==> config.mk <==
export PLATFORM = sky130hd
export DESIGN_NAME = msp430_regfile_flat
export DESIGN_NICKNAME = d
export VERILOG_FILES = /design/src/rtl/msp430_regfile_if.sv /design/src/rtl/msp430_regfile.sv /design/src/flat_wrapper.sv
export SDC_FILE = /design/constraint.sdc
export NUM_CORES = 1
export LEC_CHECK = 0
export ABC_AREA = 1
export CORE_ASPECT_RATIO = 1.5
export CORE_UTILIZATION = 61
export DETAILED_ROUTE_END_ITERATION = 7
export DONT_BUFFER_PORTS = 1
export PLACE_DENSITY = 0.89
export SYNTH_ARGS = -nofsm -noshare
export SYNTH_HDL_FRONTEND = slang
export SYNTH_SLANG_ARGS = --single-unit
==> constraint.sdc <==
create_clock -name clk -period 21.7 [get_ports clk]
set_input_delay 3.255 -clock clk [delete_from_list [all_inputs] [get_ports clk]]
set_output_delay 3.255 -clock clk [all_outputs]
set_load 0.01 [all_outputs]
==> src/rtl/msp430_regfile_if.sv <==
// Control-unit and RAM-side signals of the MSP430 register-file datapath.
// master: control unit / RAM model side; slave: msp430_regfile.
interface msp430_regfile_if;
    logic        bytemode;
    logic [1:0]  As;
    logic [3:0]  regno;
    logic        reg_store;
    logic        reg_inc;
    logic        ram_store;
    logic        ram_read;
    logic        s_store;
    logic        s_read;
    logic [15:0] data_out;
    logic [15:0] mem_addr;
    logic        mem_re;
    logic        mem_we;
    logic [15:0] mem_wdata;
    logic [15:0] mem_rdata;

    modport master (
        output bytemode, As, regno, reg_store, reg_inc, ram_store, ram_read,
               s_store, s_read, mem_rdata,
        input  data_out, mem_addr, mem_re, mem_we, mem_wdata
    );

    modport slave (
        input  bytemode, As, regno, reg_store, reg_inc, ram_store, ram_read,
               s_store, s_read, mem_rdata,
        output data_out, mem_addr, mem_re, mem_we, mem_wdata
    );
endinterface

==> src/rtl/msp430_regfile.sv <==
// MSP430 datapath: 16x16 register file, MAR, S register, constant generator and RAM port.
// Optional MSP430_RF_DBG_EN adds a combinational register peek port (dbg_regno/dbg_data).
module msp430_regfile #(
    parameter logic [15:0] RESET_PC = 16'h0000
) (
    input  logic            clk,
    input  logic            arst,
`ifdef MSP430_RF_DBG_EN
    input  logic [3:0]      dbg_regno,
    output logic [15:0]     dbg_data,
`endif
    msp430_regfile_if.slave bus
);
    logic [15:0] r_regs [16];
    logic [15:0] r_mar;
    logic [15:0] r_s;
    logic        r_rd_pend;

    logic [15:0] w_rval;
    logic [15:0] w_op;
    logic [15:0] w_s_op;
    logic [15:0] w_s_mem;
    logic [15:0] w_mar_next;
    logic [15:0] w_idx_base;
    logic [15:0] w_wb_val;
    logic [15:0] w_inc_step;
    logic [15:0] w_inc_val;
    logic        w_is_cg;
    logic        w_ld_ptr;
    logic        w_ld_idx;
    logic        w_ld_mar;
    logic        w_rd_req;
    logic        w_wb_en;
    logic        w_inc_en;

    assign w_rval = r_regs[bus.regno];

    // R3 is a pure constant source; R2 supplies constants for As 2/3 and base 0 for absolute.
    always_comb begin
        w_op = w_rval;
        if (bus.regno == 4'd3) begin
            case (bus.As)
                2'd0:    w_op = 16'h0000;
                2'd1:    w_op = 16'h0001;
                2'd2:    w_op = 16'h0002;
                default: w_op = 16'hFFFF;
            endcase
        end else if (bus.regno == 4'd2) begin
            case (bus.As)
                2'd1:    w_op = 16'h0000;
                2'd2:    w_op = 16'h0004;
                2'd3:    w_op = 16'h0008;
                default: w_op = w_rval;
            endcase
        end
    end

    assign w_s_op  = bus.bytemode ? {8'h00, w_op[7:0]} : w_op;
    assign w_s_mem = bus.bytemode ? {8'h00, bus.mem_rdata[7:0]} : bus.mem_rdata;

    assign w_is_cg    = (bus.regno == 4'd3) || (bus.regno == 4'd2);
    assign w_ld_ptr   = bus.reg_inc || (bus.As[1] && !w_is_cg);
    assign w_ld_idx   = bus.ram_read && (bus.As == 2'd1) && (bus.regno != 4'd3);
    assign w_ld_mar   = w_ld_ptr || w_ld_idx;
    assign w_idx_base = (bus.regno == 4'd2) ? 16'h0000 : w_rval;

    always_comb begin
        w_mar_next = r_mar;
        if (w_ld_ptr)
            w_mar_next = w_rval;
        else if (w_ld_idx)
            w_mar_next = w_idx_base + bus.mem_rdata;
    end

    // A read blocked by a same-cycle RAM write is re-issued from the updated MAR next cycle.
    assign w_rd_req = w_ld_mar || r_rd_pend;

    assign w_wb_en = bus.reg_store && bus.s_read && !bus.As[0] && (bus.regno != 4'd3);
    always_comb begin
        w_wb_val = bus.bytemode ? {8'h00, r_s[7:0]} : r_s;
        if (bus.regno <= 4'd1)
            w_wb_val[0] = 1'b0;
    end

    assign w_inc_en   = bus.reg_inc && (bus.regno != 4'd3) && !w_wb_en;
    assign w_inc_step = (bus.bytemode && (bus.regno > 4'd1)) ? 16'h0001 : 16'h0002;
    assign w_inc_val  = w_rval + w_inc_step;

    always_ff @(posedge clk or posedge arst) begin
        if (arst) begin
            for (int i = 0; i < 16; i++)
                r_regs[i] <= (i == 0) ? RESET_PC : 16'h0000;
            r_mar     <= 16'h0000;
            r_s       <= 16'h0000;
            r_rd_pend <= 1'b0;
        end else begin
            if (w_wb_en)
                r_regs[bus.regno] <= w_wb_val;
            else if (w_inc_en)
                r_regs[bus.regno] <= w_inc_val;
            if (w_ld_mar)
                r_mar <= w_mar_next;
            r_rd_pend <= w_rd_req && bus.ram_store;
            if (bus.s_store) begin
                if (!bus.ram_read)
                    r_s <= w_s_op;
                else if (bus.As != 2'd1)
                    r_s <= w_s_mem;
            end
        end
    end

    // Outputs are forced quiet while arst is high so nothing reaches the RAM during reset.
    assign bus.mem_re    = !arst && w_rd_req && !bus.ram_store;
    assign bus.mem_we    = !arst && bus.ram_store;
    assign bus.mem_addr  = arst ? 16'h0000 :
                           (w_ld_mar && !bus.ram_store) ? w_mar_next : r_mar;
    assign bus.mem_wdata = arst ? 16'h0000 :
                           bus.bytemode ? {r_s[7:0], r_s[7:0]} : r_s;
    assign bus.data_out  = (!arst && bus.ram_read) ? bus.mem_rdata : 16'h0000;

`ifdef MSP430_RF_DBG_EN
    assign dbg_data = (dbg_regno == 4'd3) ? 16'h0000 : r_regs[dbg_regno];
`endif
endmodule

==> src/flat_wrapper.sv <==
// flat-port wrapper written by rule: the top's interface ports become plain ports
module msp430_regfile_flat 
#(
    parameter logic [15:0] RESET_PC = 16'h0000
)
  (clk, arst, bus_bytemode, bus_As, bus_regno, bus_reg_store, bus_reg_inc, bus_ram_store, bus_ram_read, bus_s_store, bus_s_read, bus_mem_rdata, bus_data_out, bus_mem_addr, bus_mem_re, bus_mem_we, bus_mem_wdata);
  msp430_regfile_if bus_i ();
  input  logic clk;
  input  logic arst;
  input wire logic [$bits(bus_i.bytemode)-1:0] bus_bytemode;
  input wire logic [$bits(bus_i.As)-1:0] bus_As;
  input wire logic [$bits(bus_i.regno)-1:0] bus_regno;
  input wire logic [$bits(bus_i.reg_store)-1:0] bus_reg_store;
  input wire logic [$bits(bus_i.reg_inc)-1:0] bus_reg_inc;
  input wire logic [$bits(bus_i.ram_store)-1:0] bus_ram_store;
  input wire logic [$bits(bus_i.ram_read)-1:0] bus_ram_read;
  input wire logic [$bits(bus_i.s_store)-1:0] bus_s_store;
  input wire logic [$bits(bus_i.s_read)-1:0] bus_s_read;
  input wire logic [$bits(bus_i.mem_rdata)-1:0] bus_mem_rdata;
  output wire logic [$bits(bus_i.data_out)-1:0] bus_data_out;
  output wire logic [$bits(bus_i.mem_addr)-1:0] bus_mem_addr;
  output wire logic [$bits(bus_i.mem_re)-1:0] bus_mem_re;
  output wire logic [$bits(bus_i.mem_we)-1:0] bus_mem_we;
  output wire logic [$bits(bus_i.mem_wdata)-1:0] bus_mem_wdata;
  assign bus_i.bytemode = bus_bytemode;
  assign bus_i.As = bus_As;
  assign bus_i.regno = bus_regno;
  assign bus_i.reg_store = bus_reg_store;
  assign bus_i.reg_inc = bus_reg_inc;
  assign bus_i.ram_store = bus_ram_store;
  assign bus_i.ram_read = bus_ram_read;
  assign bus_i.s_store = bus_s_store;
  assign bus_i.s_read = bus_s_read;
  assign bus_i.mem_rdata = bus_mem_rdata;
  assign bus_data_out = bus_i.data_out;
  assign bus_mem_addr = bus_i.mem_addr;
  assign bus_mem_re = bus_i.mem_re;
  assign bus_mem_we = bus_i.mem_we;
  assign bus_mem_wdata = bus_i.mem_wdata;
  msp430_regfile #(.RESET_PC(RESET_PC)) u_core (.clk(clk), .arst(arst), .bus(bus_i));
endmodule
==> results.ini, run 1 <==
[worst_setup_path]
cpMostUsedCell=nand2_1
startpoint=bus_regno[0]
cp.required_ps=18450
crit_arrival_ps=7080
crit_slowest_cell=inv_4
critPathLaunchType=input port
critPathKind=input port to output pin
slowest_delay_ps=640
cp_max_fo=81
crit_chain=inv_4, nor2_8, inv_1, o22ai_1, o21ai_0, nand2_1, nor2_1, nor2_1, ha_1, fa_1, nand3_1, nand2_1, a21oi_1, nor2_1, nand3_1, nand2_1, nand2_1, inv_1, o21ai_0, nand3_1, a21oi_1
end_kind=output pin
r2r-start=u_core.r_regs[176]

[global_route]
grt_max_degree=174
first_global_vias=14910
grt_use_total=0.3462
grt_antenna_before_repair=0
grt_overflow_total=0
grt_pass1_wl_um=74760

[timing]
worst_slack_ps=11360
period_share=0.4764
hold_viol=0
min_period_ps=10340
setup_viol=0
fmax_ghz=0.09672
slew_violations=0
finClkSkew_ps=11.77
setup-tns-final_ps=0
slew_headroom=0.1666
worst_slew_pin_slew_ps=1245
rsz0062_at_grt=false

[floorplan]
start_util=0.6200
fp.dieW_um=135.7
ioPinCount=81
die_h_um=202.6
num_rows=73
dieArea_sq_um=27500
core-area_sq_um=26400

[routing]
first_pass_iters=6
drc=0
via_count=15160
routed_wl_um=46300
wire_per_inst_um=17.48
drt_iter0_drc=1606
avgViaCountPerCell=5.725
final_antenna_net_count=0

[clock_network]
path_clk_slew_ps=70
htree_levels=1
cts_root_buf=clkbuf_16
clock_path_buffers=3
hold_buffers=0
post-cts-setup-buffers=0
cts_tree=done
insertion_delay_ps=560
post_cts_resized=0
clkSinkCount=289
numCtsBuffers=28

[placement]
place.detailed.hpwl_um=29490
dp_slack_ps=11470
portBuffers=0
place.gp.congestion=0.9494
dp.cells=2600

[hold_path]
hold_path_class=flop to flop
min_from=u_core.r_regs[199]

[pwr]
ir_drop_uv=76.50
powerDensity_nw_per_um2=92.88
cellLeakagePower_nw=9.749
power_mw=1.590

[synthesis]
syn_nets=2435
ys_types=46
ys_ff_latch=289
syn_avg_cell_area_sq_um=6.862
synth_edf_count=0
yosysWarnings=0
syn_area_sq_um=16370
ys_seq_area_frac=0.4419
synthArstFlopShare=1.000
syn_inst=2385
synth-main-ff-cell=dfrtp_1

[flow_run]
drv_cap=0

[cells_and_area]
area_delta_synth_final_pct=4.587
utilization=0.6484
nFillCells=2164
final_nets=2343
final_cells=2648
n_antenna_cell=0
drive_gt1_frac=0.04760

[run_status]
outcome=completed

## worst max-delay path, delay by kind of cell
kind,cells,cell delay (ps)
compound gates,5,1080
fa+ha+maj,2,680
buf+inv,3,890
simple gates,11,1130
## kinds of logic after synthesis
| group | Yosys count | synth area share |
|---|---|---|
| buf+inv | 287 | 0.08135 |
| xor+xnor | 9 | 0.004817 |
| simple gates | 1548 | 0.3749 |
| flops | 289 | 0.4419 |
| compound gates | 233 | 0.08158 |
| fa+ha+maj | 19 | 0.01544 |
## cell usage after synthesis (all sizes together) (12+ instances only)
| cell type | count | share of area |
|---|---|---|
| inv | 149 | 0.035 |
| nand2 | 1173 | 0.27 |
| nand3 | 73 | 0.024 |
| ha | 17 | 0.013 |
| dfrtp | 289 | 0.44 |
| buf | 65 | 0.030 |
| nor2 | 284 | 0.071 |
| clkbuf | 70 | 0.016 |
| a22oi | 12 | 0.0055 |
| a21oi | 56 | 0.017 |
| o22ai | 15 | 0.0057 |
| o21ai | 118 | 0.037 |
## final cells by class
| type | count | area [sq um] | share of cell area |
|---|---|---|---|
| Clock buffer | 36 | 792.0 | 0.04627 |
| Multi-Input combinational cell | 1809 | 7805 | 0.4560 |
| Tap cell | 337 | 421.7 | 0.02463 |
| Inverter | 152 | 585.6 | 0.03421 |
| Sequential cell | 289 | 7232 | 0.4225 |
| Timing Repair Buffer | 13 | 110.1 | 0.006433 |
| Clock inverter | 12 | 170.2 | 0.009942 |
## worst paths after layout
path	end	slack, ps	depth (start not counted)
min in group asynchronous	u_core.r_s[1]	2710	1
setup / recovery	bus_mem_addr[10]	11360	21
max in group asynchronous	u_core.r_s[14]	17540	2
hold reg to reg	u_core.r_regs[199]	380	0
hold / removal	u_core.r_regs[199]	380	0
setup reg to reg	u_core.r_mar[12]	18330	18
## metrics by stage
stage	hold slack, ps	area [sq um]
floorplan	428.9	16370
global placement	364.8	16150
detailed placement	366.3	16150
CTS	381.0	17120
global route	387.1	17120
finish	378.2	17120
## per-layer routing
metal	routed length, um	GRT usage
met3	4065	0.04919
met2	22270	0.5769
met1	17460	0.4256
met5	0	0
met4	2493	0.2006
## layout by cell type, fill, tap and decap left out, types with 6 or more instances in the layout
| cell | n |
|---|---|
| nand2_1 | 1158 |
| dfrtp_1 | 289 |
| nor2_1 | 269 |
| inv_1 | 140 |
| o21ai_0 | 116 |
| nand3_1 | 66 |
| a21oi_1 | 56 |
| clkbuf_16 | 29 |
| ha_1 | 17 |
| o22ai_1 | 15 |
| nand2_2 | 12 |
| a22oi_1 | 12 |
| buf_4 | 12 |
| xor2_1 | 8 |
| nor2_2 | 7 |
| nand4_1 | 7 |
| nand3_2 | 7 |
| o221ai_1 | 7 |
| o32ai_1 | 7 |
| nor3_1 | 6 |
| clkinv_2 | 6 |
## flip-flops by register name, summed over array words and instances, names as in the netlist
name	count
u_core.r_s	16
u_core.r_rd_pend	1
u_core.r_regs	256
u_core.r_mar	16
## power breakdown
part           switching (mW)  internal [mW]  leakage [nW]  total [mW]
logic                   0.244          0.115          5.44       0.360
registers              0.0611          0.649          3.83       0.710
clock network           0.216          0.304         0.480       0.520
total                   0.521           1.07          9.75        1.59
No activity file was read; power rests on OpenSTA's default activity.
==> run 2, diff against run 1 <==
- clock period: 21.7 -> 10.85 ns (I/O delays scaled with it)
==> results.ini, run 2 (synthesized netlist as in run 1, its figures left out) <==
[timing]
slew_headroom=0.1818  ; was 0.1666
slew_violations=0  ; unchanged
setup-tns-final_ps=0  ; unchanged
worst_slack_ps=3815  ; was 11360 ps
worst_slew_pin_slew_ps=1223  ; was 1245 ps
rsz0062_at_grt=false  ; unchanged
min_period_ps=7035
fmax_ghz=0.1422
hold_ws_ps=378.3  ; was 378.2 ps
setup_viol=0  ; unchanged
period_share=0.6484
finClkSkew_ps=18.07  ; was 11.77 ps
hold_viol=0  ; unchanged

[pwr]
netSwitchingFraction=0.3191  ; was 0.3278
ir_drop_uv=225.6  ; was 76.50 uV
powerDensity_nw_per_um2=192.9  ; was 92.88 nW/um^2
comb_power_share=0.218  ; was 0.226
clock_power_share=0.357  ; was 0.327
p_int_mw=2.271  ; was 1.069 mW
cellLeakagePower_nw=9.829  ; was 9.749 nW
power.switching_mw=1.064  ; was 0.5211 mW
seq_power_share=0.425  ; was 0.447

[worst_setup_path]
r2r_setup_slack_ps=7450  ; was 18330 ps
critPathKind=input port to output pin  ; unchanged
reg2reg_depth=18  ; unchanged
timing.rr.end=u_core.r_mar[12]  ; unchanged
critPathLaunchType=input port  ; unchanged
end_kind=output pin  ; unchanged
crit_arrival_ps=5410  ; was 7080 ps
cp_max_fo=53  ; was 81
r2r-start=u_core.r_regs[112]  ; was u_core.r_regs[176]
cp.required_ps=9220  ; was 18450 ps

[global_route]
grt_max_degree=163  ; was 174
grt_antenna_before_repair=0  ; unchanged
grt_use_total=0.3552  ; was 0.3462
grt_pass1_wl_um=76320  ; was 74760 um
grt_overflow_total=0  ; unchanged
first_global_vias=14900  ; was 14910

[floorplan]
die_h_um=202.6  ; unchanged
dieArea_sq_um=27500  ; unchanged
ioPinCount=81  ; unchanged
fp.dieW_um=135.7  ; unchanged
core-area_sq_um=26400  ; unchanged
start_util=0.6200  ; unchanged
num_rows=73  ; unchanged

[clock_network]
post_cts_resized=0  ; unchanged
clkSinkCount=289  ; unchanged
hold_buffers=0  ; unchanged
cts_root_buf=clkbuf_16  ; unchanged
cts_tree=done  ; unchanged
post-cts-setup-buffers=0  ; unchanged
clock_path_buffers=3  ; unchanged
path_clk_slew_ps=60  ; was 70 ps
htree_levels=1  ; unchanged
insertion_delay_ps=580  ; was 560 ps
numCtsBuffers=28  ; unchanged

[routing]
via_count=15420  ; was 15160
routed_wl_um=47750  ; was 46300 um
drc=0  ; unchanged
first_pass_iters=8  ; was 6
drt_iter0_drc=1706  ; was 1606
final_antenna_net_count=0  ; unchanged
avgViaCountPerCell=5.807  ; was 5.725
wire_per_inst_um=17.98  ; was 17.48 um

[cells_and_area]
n_antenna_cell=0  ; unchanged
regMostFlops=u_core.r_regs  ; unchanged
area_delta_synth_final_pct=5.673  ; was 4.587%
largest_register_ffs=256  ; unchanged
top_regs=u_core.r_regs (256), u_core.r_mar (16), u_core.r_s (16)  ; unchanged
layout_commonest_cell=nand2_1  ; unchanged
final_cell_mix=nand2_1 (1158), dfrtp_1 (289), nor2_1 (269), inv_1 (140), o21ai_0 (116)  ; unchanged
drive_gt1_frac=0.05002  ; was 0.04760
final_nets=2347  ; was 2343
final_area_sq_um=17290  ; was 17120 sq um

[placement]
place_area_sq_um=16170  ; was 16150 sq um
dp_slack_ps=3924  ; was 11470 ps
place.gp.congestion=0.9444  ; was 0.9494
place.detailed.hpwl_um=30130  ; was 29490 um
portBuffers=0  ; unchanged

[flow_run]
drv_cap=0  ; unchanged

[hold_path]
hold_end=u_core.r_regs[195]  ; was u_core.r_regs[199]
min_from=u_core.r_regs[195]  ; was u_core.r_regs[199]
hold_path_class=flop to flop  ; unchanged
min_path_cells=0  ; unchanged

[run_status]
outcome=completed  ; unchanged

run 2: cell types whose count changed in the layout (fill, tap and decap cells not counted), sizes merged:
cell	delta
clkinv	-1
buf	+4
clkbuf	+1
bufinv	+6
inv	-2
run 2: power groups by stage:
stage | clock [mW] | combinational, mW | sequential, mW
5_1_grt | 1.23 | 0.816 | 1.44
3_5_place_dp | 0 | 0.708 | 1.43
6_report | 1.19 | 0.727 | 1.42
4_1_cts | 1.19 | 0.718 | 1.41
2_1_floorplan | 0 | 0.570 | 1.40
3_3_place_gp | 0 | 0.684 | 1.42
run 2: metrics by stage:
stage | std cells | util | power [mW]
CTS | 2656 | 0.6552 | 3.318
global route | 2656 | 0.6552 | 3.488
detailed placement | 2604 | 0.6126 | 2.135
finish | 2656 | 0.6552 | 3.335
global placement | 2604 | 0.6126 | 2.102
floorplan | 2385 | - | 1.968
run 2: worst max-delay path by stage:
| stage | from | endpoint | slack [ps] | cells after the start |
|---|---|---|---|---|
| floorplan | arst | bus_mem_addr[10] | 2670 | 4 |
| global placement | bus_regno[1] | bus_mem_addr[10] | 3930 | 21 |
| detailed placement | bus_regno[1] | bus_mem_addr[10] | 3920 | 21 |
| CTS | bus_regno[1] | bus_mem_addr[8] | 3910 | 18 |
| global route | bus_regno[1] | bus_mem_addr[10] | 3560 | 21 |
| finish | bus_regno[1] | bus_mem_addr[8] | 3820 | 18 |
run 2: area by class of cell:
| type | count | area [sq um] |
|---|---|---|
| fillers | 2135 | 9102 |
| multi-input cells | 1809 | 7805 |
| flip-flops and latches | 289 | 7232 |
| clock buffers | 37 | 774.5 |
| inverters | 152 | 585.6 |
| well taps | 337 | 421.7 |
| clock inverters | 15 | 347.8 |
| repair buffers | 17 | 127.6 |
run 2: layer usage:
metal	track usage	wire (um)	vias to the layer above
met5	0	0	-
met1	0.4343	17670	7188
met4	0.2119	2594	0
met3	0.06017	4485	189
met2	0.5845	22990	879
li1	-	-	7168
run 2: critical path, cell delays in order:
cell and delay, ps:
inv_4 460, nor2_8 250, clkinv_1 230, o22ai_1 100
o21ai_0 190, nand2_1 70, nor2_1 280, nor2_1 80
ha_1 230, fa_1 430, nand3_1 90, nand2_1 90
a21oi_1 390, o21ai_0 250, o21ai_0 250, nand2_1 100
o21ai_0 170, inv_1 100
